===== config.mk =====
export PLATFORM = sky130hd
export DESIGN_NAME = coin_input_conditioner
export DESIGN_NICKNAME = d
export VERILOG_FILES = /design/src/rtl/coin_input_conditioner.sv
export SDC_FILE = /design/constraint.sdc
export NUM_CORES = 1
export LEC_CHECK = 0
export ABC_AREA = 1
export BUFFER_PORTS_ARGS = -buffer_cell sky130_fd_sc_hd__buf_2
export CAP_MARGIN = 5
export CORE_ASPECT_RATIO = 0.5
export CORE_MARGIN = 2
export CORE_UTILIZATION = 55
export DETAILED_ROUTE_END_ITERATION = 7
export PLACE_DENSITY = 0.86
export SLEW_MARGIN = 25
export SYNTH_ARGS = -nofsm -noshare
export SYNTH_HDL_FRONTEND = slang
export SYNTH_SLANG_ARGS = --single-unit

===== constraint.sdc =====
create_clock -name clk -period 1.7 [get_ports clk]
set_clock_uncertainty 0.1 [all_clocks]
set_input_delay 0.085 -clock clk [delete_from_list [all_inputs] [get_ports clk]]
set_output_delay 0.085 -clock clk [all_outputs]
set_load 0.01 [all_outputs]

===== src/rtl/coin_input_conditioner.sv =====
// coin_input_conditioner: synchronise, debounce and gate coin-slot switches into single-cycle coin pulses
// Channel index 0 is the 0.5 coin and index 1 is the 1 coin; all outputs are registered.
module coin_input_conditioner #(
    parameter int DEBOUNCE_CYCLES = 4,
    parameter int CNT_W = 8
) (
    input  logic             clk,
    input  logic             reset,
    input  logic             coin_05_raw,
    input  logic             coin_1_raw,
    input  logic             inhibit,
    output logic             coin_05,
    output logic             coin_1,
    output logic             coin_reject,
    output logic [CNT_W-1:0] count_05,
    output logic [CNT_W-1:0] count_1
);
    localparam logic [7:0] LAST = 8'(DEBOUNCE_CYCLES - 1);
    localparam logic [CNT_W-1:0] MAX = '1;
    logic [1:0] r_meta;
    logic [1:0] r_sync;
    logic [1:0] r_lvl;
    logic [1:0] r_lvl_d;
    logic [7:0] r_cnt [2];
    logic       r_pend;
    logic [1:0] w_ev;
    logic       w_acc_05;
    logic       w_acc_1;
    assign w_ev = r_lvl & ~r_lvl_d;
    assign w_acc_1 = w_ev[1] & ~inhibit;
    // a 0.5 coin that collided with a 1 coin is deferred one cycle and then issued unconditionally
    assign w_acc_05 = (w_ev[0] & ~inhibit & ~w_ev[1]) | r_pend;
    always_ff @(posedge clk) begin
        if (reset) begin
            r_meta      <= '0;
            r_sync      <= '0;
            r_lvl       <= '0;
            r_lvl_d     <= '0;
            r_cnt[0]    <= '0;
            r_cnt[1]    <= '0;
            r_pend      <= 1'b0;
            coin_05     <= 1'b0;
            coin_1      <= 1'b0;
            coin_reject <= 1'b0;
            count_05    <= '0;
            count_1     <= '0;
        end else begin
            r_meta  <= {coin_1_raw, coin_05_raw};
            r_sync  <= r_meta;
            r_lvl_d <= r_lvl;
            for (int i = 0; i < 2; i++) begin
                if (r_sync[i] == r_lvl[i]) begin
                    r_cnt[i] <= '0;
                end else if (r_cnt[i] == LAST) begin
                    r_lvl[i] <= r_sync[i];
                    r_cnt[i] <= '0;
                end else begin
                    r_cnt[i] <= r_cnt[i] + 8'd1;
                end
            end
            r_pend      <= w_ev[0] & w_ev[1] & ~inhibit;
            coin_1      <= w_acc_1;
            coin_05     <= w_acc_05;
            coin_reject <= (|w_ev) & inhibit;
            if (w_acc_1 && count_1 != MAX) count_1 <= count_1 + 1'b1;
            if (w_acc_05 && count_05 != MAX) count_05 <= count_05 + 1'b1;
        end
    end
endmodule


; ---- After elaboration in Yosys (flattened, before gate mapping)
; Memories as Yosys holds them, arrays and structs flattened.
; Cells that the tools add are included.
[word_totals]
wordCells = 76
mem_count = 1
ram_bits = 16
input_bits = 5
out_inout_bits = 19
ff_bits = 28
[mem_list]
columns = memory, words, word_bits, rd, rd_clocked_by_memory_dff, write_ports, line_no
row1 = r_cnt, 2, 8, 2, 0, 2, 24  ; logic [7:0] r_cnt [2];
[classes]
n_eq_ne = 6
n_bitwise = 19
muxes = 30
n_addsub = 4
n_reduce_logical = 5
[ops]
columns = cell, n
row1 = $mux 8, 6
row2 = $add 8x1->8 const B, 4
row3 = $mux 1, 24
row4 = $eq 8x2->1 const B, 2
row5 = $ne 8x8->1 const B, 2
row6 = $or 1x1->1, 7
row7 = $and 1x1->1, 6
row8 = $not 1->1, 4
row9 = $reduce_and 2->1, 2
row10 = $and 2x2->2, 1
row11 = $eq 1x1->1, 2
row12 = $logic_and 1x1->1, 2
row13 = $not 2->2, 1
row14 = $reduce_or 2->1, 1

; ---- Depth between registers and ports, before layout
; Gate-level depths: netlist of run 1.
[depth]
ltp_word = 7
ltp_mapped = 8
ltp_nobuf = 8

; ---- Worst setup path before layout of run 1
; No wires, ideal clock.
[synth_path]
kind = reg-to-reg
startpoint = register count_05[0]
endpoint = register count_05[0]
setup_time_ns = 0.116
t_arrival_ns = 1.192
path_buffers = 0
setup_slack_ns = 0.292
path_stages_with_launch = 9
period_less_slack_ns = 1.408
t_required_ns = 1.484
cell_sequence = dfxtp_1 ha_1 nand2_2 nor2_4 nand2_4 nand2_4 inv_1 nor2_1 nor2_1
[synth_between]
elab_chain_len = 2
word_cells_on_any_way = 3
cone_classes = add/sub (1) / eq/ne (1) / reduce/logical (1)
[synth_rtl]
columns = element, line_no
row1 = from (decl), 15  ; output logic [CNT_W-1:0] count_05,
row2 = from (signal assigned), 66  ; if (w_acc_05 && count_05 != MAX) count_05 <= count_05 + 1'b1;
row3 = "parallel branches: the longest is 2 deep, another holds $add 8x1->8", --
; Several ways; the timed one is not identified.
; A chain may end at the register's enable or synchronous reset.

==> results of run 1 <==
[cells by family after synthesis]
group / after synthesis
AO/OA/AOI/OAI: 21
XOR/XNOR: 12
adder cells (fa/ha/maj): 4
buffers and inverters: 43
flip-flops: 44
other: 1
AND/OR/NAND/NOR: 142
[worst min-delay path: stages]
cell	delay, ps
buf_2	90
inv_2	100
nand2_1	90
nor2_1	30
[sequential cells by signal (all words and copies together) (netlist names)]
name         cells
coin_05          1
coin_1           1
coin_reject      1
count_05         8
count_1          8
r_cnt           16
r_lvl            2
r_lvl_d          2
r_meta           2
r_pend           1
r_sync           2
[synth_stat cells, drive strengths merged]
library cell / count / area, sq um
nor2: 56 / 249
nand2: 47 / 216
inv: 39 / 146
dfxtp: 28 / 561
nand3: 24 / 148
edfxtp: 16 / 480
a21oi: 13 / 80.1
xor2: 9 / 78.8
nand4: 8 / 56.3
o21ai: 7 / 35.0
ha: 4 / 50.1
nor3: 4 / 20.0
xnor2: 3 / 26.3
buf: 2 / 16.3
a211oi: 1 / 7.51
clkbuf: 1 / 3.75
clkinv: 1 / 3.75
conb: 1 / 3.75
nand3b: 1 / 7.51
nor4: 1 / 6.26
or2: 1 / 6.26
[how the worst max path moves through the flow]
| stage | end | startpoint | slack, ps |
|---|---|---|---|
| 3_5_place_dp | r_cnt[1][6] | r_cnt[1][0] | 190 |
| 5_1_grt | r_cnt[1][0] | r_cnt[1][0] | 80 |
| 2_1_floorplan | count_05[0] | count_05[0] | 290 |
| 6_report | r_cnt[1][6] | r_cnt[1][0] | 170 |
| 3_3_place_gp | r_cnt[1][6] | r_cnt[1][0] | 280 |
| 4_1_cts | r_cnt[1][0] | r_cnt[1][0] | 120 |
[repair_timing]
action,4_1_cts,5_1_grt
hold buffers,3,0
gates resized for setup,0,1
hold endpoints to repair,5,0
setup endpoints to repair,0,2
[cell type report]
| type | count | area share [%] |
|---|---|---|
| Multi-Input combinational cell | 195 | 40.8 |
| Sequential cell | 44 | 40.5 |
| Timing Repair Buffer | 27 | 5.93 |
| Inverter | 40 | 5.84 |
| Clock buffer | 5 | 2.68 |
| Tap cell | 54 | 2.63 |
| Clock inverter | 3 | 1.65 |
[metrics by stage]
step,util (%),std cells,total power [mW],cell area [sq um]
after floorplan,-,282,1.21,2260
after global placement,62.9,357,1.22,2430
after detailed placement,62.9,357,1.23,2430
after CTS,66.5,368,2.02,2570
after global routing,66.6,368,2.07,2570
final,66.6,368,2.01,2570
[metal layers]
metal / GRT usage [%] / wire [um] / vias up
met5: 0 / 0 / -
met2: 31.9 / 1970 / 23
li1: - / - / 923
met4: 5.64 / 38 / 0
met3: 6.85 / 164 / 5
met1: 24.0 / 1910 / 816
[layout by cell type, fill, tap and decap left out, drive strengths merged]
cell         count
a211oi           1
dlygate4sd3      3
bufinv           1
xor2             9
xnor2            3
a21oi           13
edfxtp          16
nor3             4
nand4            8
inv             39
clkinvlp         1
nor4             1
conb            16
clkinv           2
buf             24
dfxtp           28
ha               4
nand2           47
nor2            56
or2              1
nand3b           1
o21ai            7
clkbuf           5
nand3           24
[power by group]
group          switching, mW  internal, mW
registers             0.0178          1.11
logic                 0.0525        0.0303
clock network          0.359         0.435
==> results.yml, run 1 <==
power_and_ir_drop:
  p_leak_nw: 1.11
  irDropWorstVdd_mv: 0.473
  p_per_area_mw_per_mm2: 780
sta:
  finalSetupTns_ps: 0
  fin_crit_sh_pct: 89.9
  rsz0062_at_grt: "false"
  worst_slack_ps: 171
  hold_ws_ps: 40.6
  finalSetupViolations: 0
  post-route-min-period_ps: 1530
  hold_viol: 0
  max_freq_ghz: 0.654
  slew_viol_final: 0
clock_tree:
  numCtsBuffers: 5
  cts_tree: "done"
  clkSinkCount: 44
  insertion_delay_ps: 300
  h-tree-depth: 2
  post_cts_buffers: 0
  cts_max_path_buffers: 2
  path_clk_slew_ps: 80
  cts-root-buf: "clkbuf_8"
logic_synthesis:
  syn_avg_cell_area_sq_um: 8.25
  synth_area_sq_mm: 0.00220
  synth_compound_gate_area_share_pct: 5.57
  synthMuxAreaShare_pct: 0
  seq_area_frac_synth_pct: 47.3
  ys_ff_latch: 44
  synthCells: 267
  synth_top_family_by_area: "simple AND/OR/NAND/NOR gates"
  synthDistinctLibCells: 31
  synth_adder_area_share_pct: 2.27
  synth_xor_area_share_pct: 4.77
  synth-simple-area-share_pct: 32.2
  synth_warnings: 0
global_routing:
  overflow: 0
  grt_max_degree: 19
  grt_pass1_vias: 1655
  antenna_found_initial: 0
  grt_pass1_wl_mm: 6.92
  track_usage_pct: 19.3
critical_path:
  critical_path.top_delay_family: "simple AND/OR/NAND/NOR gates"
  cp.required_ps: 1660
  r2r-end: "r_cnt[1][6]"
  slowest_delay_ps: 390
  critPathKind: "flop to flop"
  cp_cell_sequence: "ha_1, nand3_1, nor3_1, xnor2_1, nor2_1"
  crit_fanout: 3
  cp.depth: 5
  rrSetupSlack_ps: 170
  r2r_start: "r_cnt[1][0]"
  critical_path_arrival_ps: 1490
  path_buf_inv: 0
  slowest_stage: "edfxtp_1"
  setup.worst_path.start_class: "flop"
  critPathCaptureType: "flop"
  r2r_cells: 5
detailed_routing:
  postRouteAntennaNets: 0
  drt_iter0_drc: 68
  wl_per_cell_um: 11.1
  post-route-drc-count: 0
  dr.pass1.iters: 4
  routed_wl_mm: 4.09
  via_count: 1767
  routed_via_density: 4.80
die:
  die_h_um: 48.7
  die_w_um: 93.5
  initial_core_util_pct: 57.0
  dieArea_sq_mm: 0.00456
  rows: 16
  core_area_sq_mm: 0.00386
  ios: 24
worst_hold_path:
  holdPathStages: 4
  hp-start: "reset"
  hold_class: "primary input to flop"
  holdPathEnd: "count_1[6]"
final_layout:
  n_fill_cell: 297
  n_antenna_cell: 0
  fin_nets: 322
  drive_above_1_share_pct: 17.5
  areaGrowthSynthToFinish_pct: 16.8
  multi_input_area_sq_mm: 0.00105
  seq_area_sq_mm: 0.00104
outcome:
  status: "completed"
run:
  drv_cap: 0
placement:
  hpwl_mm: 2.78
  place_ws_ps: 187
  io_buffers: 23
  gp_congestion: 0.871
Note: power is estimated with default switching activity, not from simulation.
==> run 2: changes to the inputs <==
==> constraint.sdc (replaced) <==
create_clock -name clk -period 1.7 [get_ports clk]
set_clock_uncertainty 0.1 [all_clocks]
set_input_delay 0.085 -clock clk [delete_from_list [all_inputs] [get_ports clk]]
set_output_delay 0.085 -clock clk [all_outputs]
set_load 0.1 [all_outputs]
==> results.yml, run 2 (synthesis results as in run 1) <==
outcome:
  status: "completed"
critical_path:
  slowest_delay_ps: 370
  setup.worst_path.start_class: "flop"
  critPathKind: "flop to flop"
  slowest_stage: "dfxtp_4"
  critical_path.top_delay_family: "simple AND/OR/NAND/NOR gates"
  critPathCaptureType: "flop"
  cp_cell_sequence: "ha_1, nand2_1, clkinv_1, nand3_4, nand3_2, nor2_1, nor2_1"
  cp.required_ps: 1800
  critical_path_arrival_ps: 1630
  path_buf_inv: 1
  cpMostUsedCell: "nor2_1"
  crit_fanout: 9
detailed_routing:
  post-route-drc-count: 0
  wl_per_cell_um: 11.2
  routed_wl_mm: 4.11
  postRouteAntennaNets: 0
  routed_via_density: 4.89
  via_count: 1799
  drt_iter0_drc: 58
  dr.pass1.iters: 4
sta:
  finalSetupTns_ps: 0
  worst_slack_ps: 163
  hold_viol: 0
  fin_crit_sh_pct: 90.4
  post-route-min-period_ps: 1540
  rsz0062_at_grt: "false"
  max_freq_ghz: 0.650
  hold_ws_ps: 23.3
  finalSetupViolations: 0
  slew_viol_final: 0
clock_tree:
  insertion_delay_ps: 300
  path_clk_slew_ps: 80
  h-tree-depth: 2
  numCtsBuffers: 5
  cts-root-buf: "clkbuf_8"
  cts_max_path_buffers: 2
  clkSinkCount: 44
  cts_tree: "done"
die:
  die_h_um: 48.7
  dieArea_sq_mm: 0.00456
  ios: 24
  rows: 16
  initial_core_util_pct: 57.0
  die_w_um: 93.5
  core_area_sq_mm: 0.00386
global_routing:
  overflow: 0
  antenna_found_initial: 0
  grt_pass1_vias: 1808
  grt_pass1_wl_mm: 7.65
  track_usage_pct: 21.5
  grt_max_degree: 19
power_and_ir_drop:
  combPwrFrac_pct: 4.6
  p_int_mw: 1.42
  p_clk_share_pct: 34.8
  p_per_area_mw_per_mm2: 721
  swShare_pct: 23.1
  irDropWorstVdd_mv: 0.434
  p_leak_nw: 1.11
  power.total_mw: 1.85
  pwr-share-seq_pct: 60.6
  switchingPower_mw: 0.429
final_layout:
  regMostFlops: "r_cnt"
  final_common_cell: "nor2_1"
  layout_common_cells: "nor2_1, nand2_1, inv_1"
  top_regs: "r_cnt: 16 flops, count_05: 8 flops, count_1: 8 flops"
  fin_nets: 322
  post-route-util_pct: 66.6
  drive_above_1_share_pct: 22.0
  instances_no_fill: 368
  stdcell_area_sq_mm: 0.00257
  n_antenna_cell: 0
  areaGrowthSynthToFinish_pct: 16.8
  n_fill_cell: 310
  largest_reg_flops: 16
placement:
  hpwl_mm: 2.91
  place_area_sq_mm: 0.00246
  place_ws_ps: 150
  placed_cells: 357
  io_buffers: 23
  gp_congestion: 0.828
worst_hold_path:
  hold_class: "primary input to flop"
run:
  drv_cap: 0
-- run 2: area by class of cell --
class / count / area, sq um / share of cell area, %
sequential: 44 / 1070 / 41.6
multi-input combinational: 195 / 1050 / 40.8
timing repair buffer: 27 / 153 / 5.93
inverter: 40 / 150 / 5.84
clock buffer: 7 / 76.3 / 2.97
tap: 54 / 67.6 / 2.63
clock inverter: 1 / 5.00 / 0.195
-- run 2: final timing paths --
kind,from,endpoint,slack (ps),cells past startpoint
worst min register to register,r_meta[0],r_sync[0],300,2
worst max register to register,count_1[0],count_1[4],160,7
worst max-delay path,count_1[0],count_1[4],160,7
worst min-delay path,reset,count_1[4],20,4
-- run 2: worst min-delay path: stages --
cell	delay [ps]
buf_2	90
inv_2	100
nand2_1	90
nor2_1	30
-- run 2: routing by layer --
layer / part of all wire (%) / wire [um] / GRT usage [%]
met3: 5.2 / 212 / 5.92
met4: 1.3 / 55 / 9.31
met2: 48 / 1980 / 36.1
met5: 0 / 0 / 0
met1: 45 / 1870 / 26.1
-- run 2: repair_timing --
action | in CTS | in global routing
buffers inserted | 0 | 0
hold buffers | 3 | 0
endpoints found under the setup margin | 0 | 5
hold endpoints to repair | 5 | 0
resized for setup | 0 | 1
-- run 2: power groups by stage --
| stage | registers (mW) | clock network, mW | logic [mW] |
|---|---|---|---|
| 2_1_floorplan | 1.15 | 0 | 0.0570 |
| 3_3_place_gp | 1.15 | 0 | 0.0752 |
| 3_5_place_dp | 1.15 | 0 | 0.0781 |
| 4_1_cts | 1.12 | 0.652 | 0.0838 |
| 5_1_grt | 1.13 | 0.696 | 0.0996 |
| 6_report | 1.12 | 0.645 | 0.0853 |
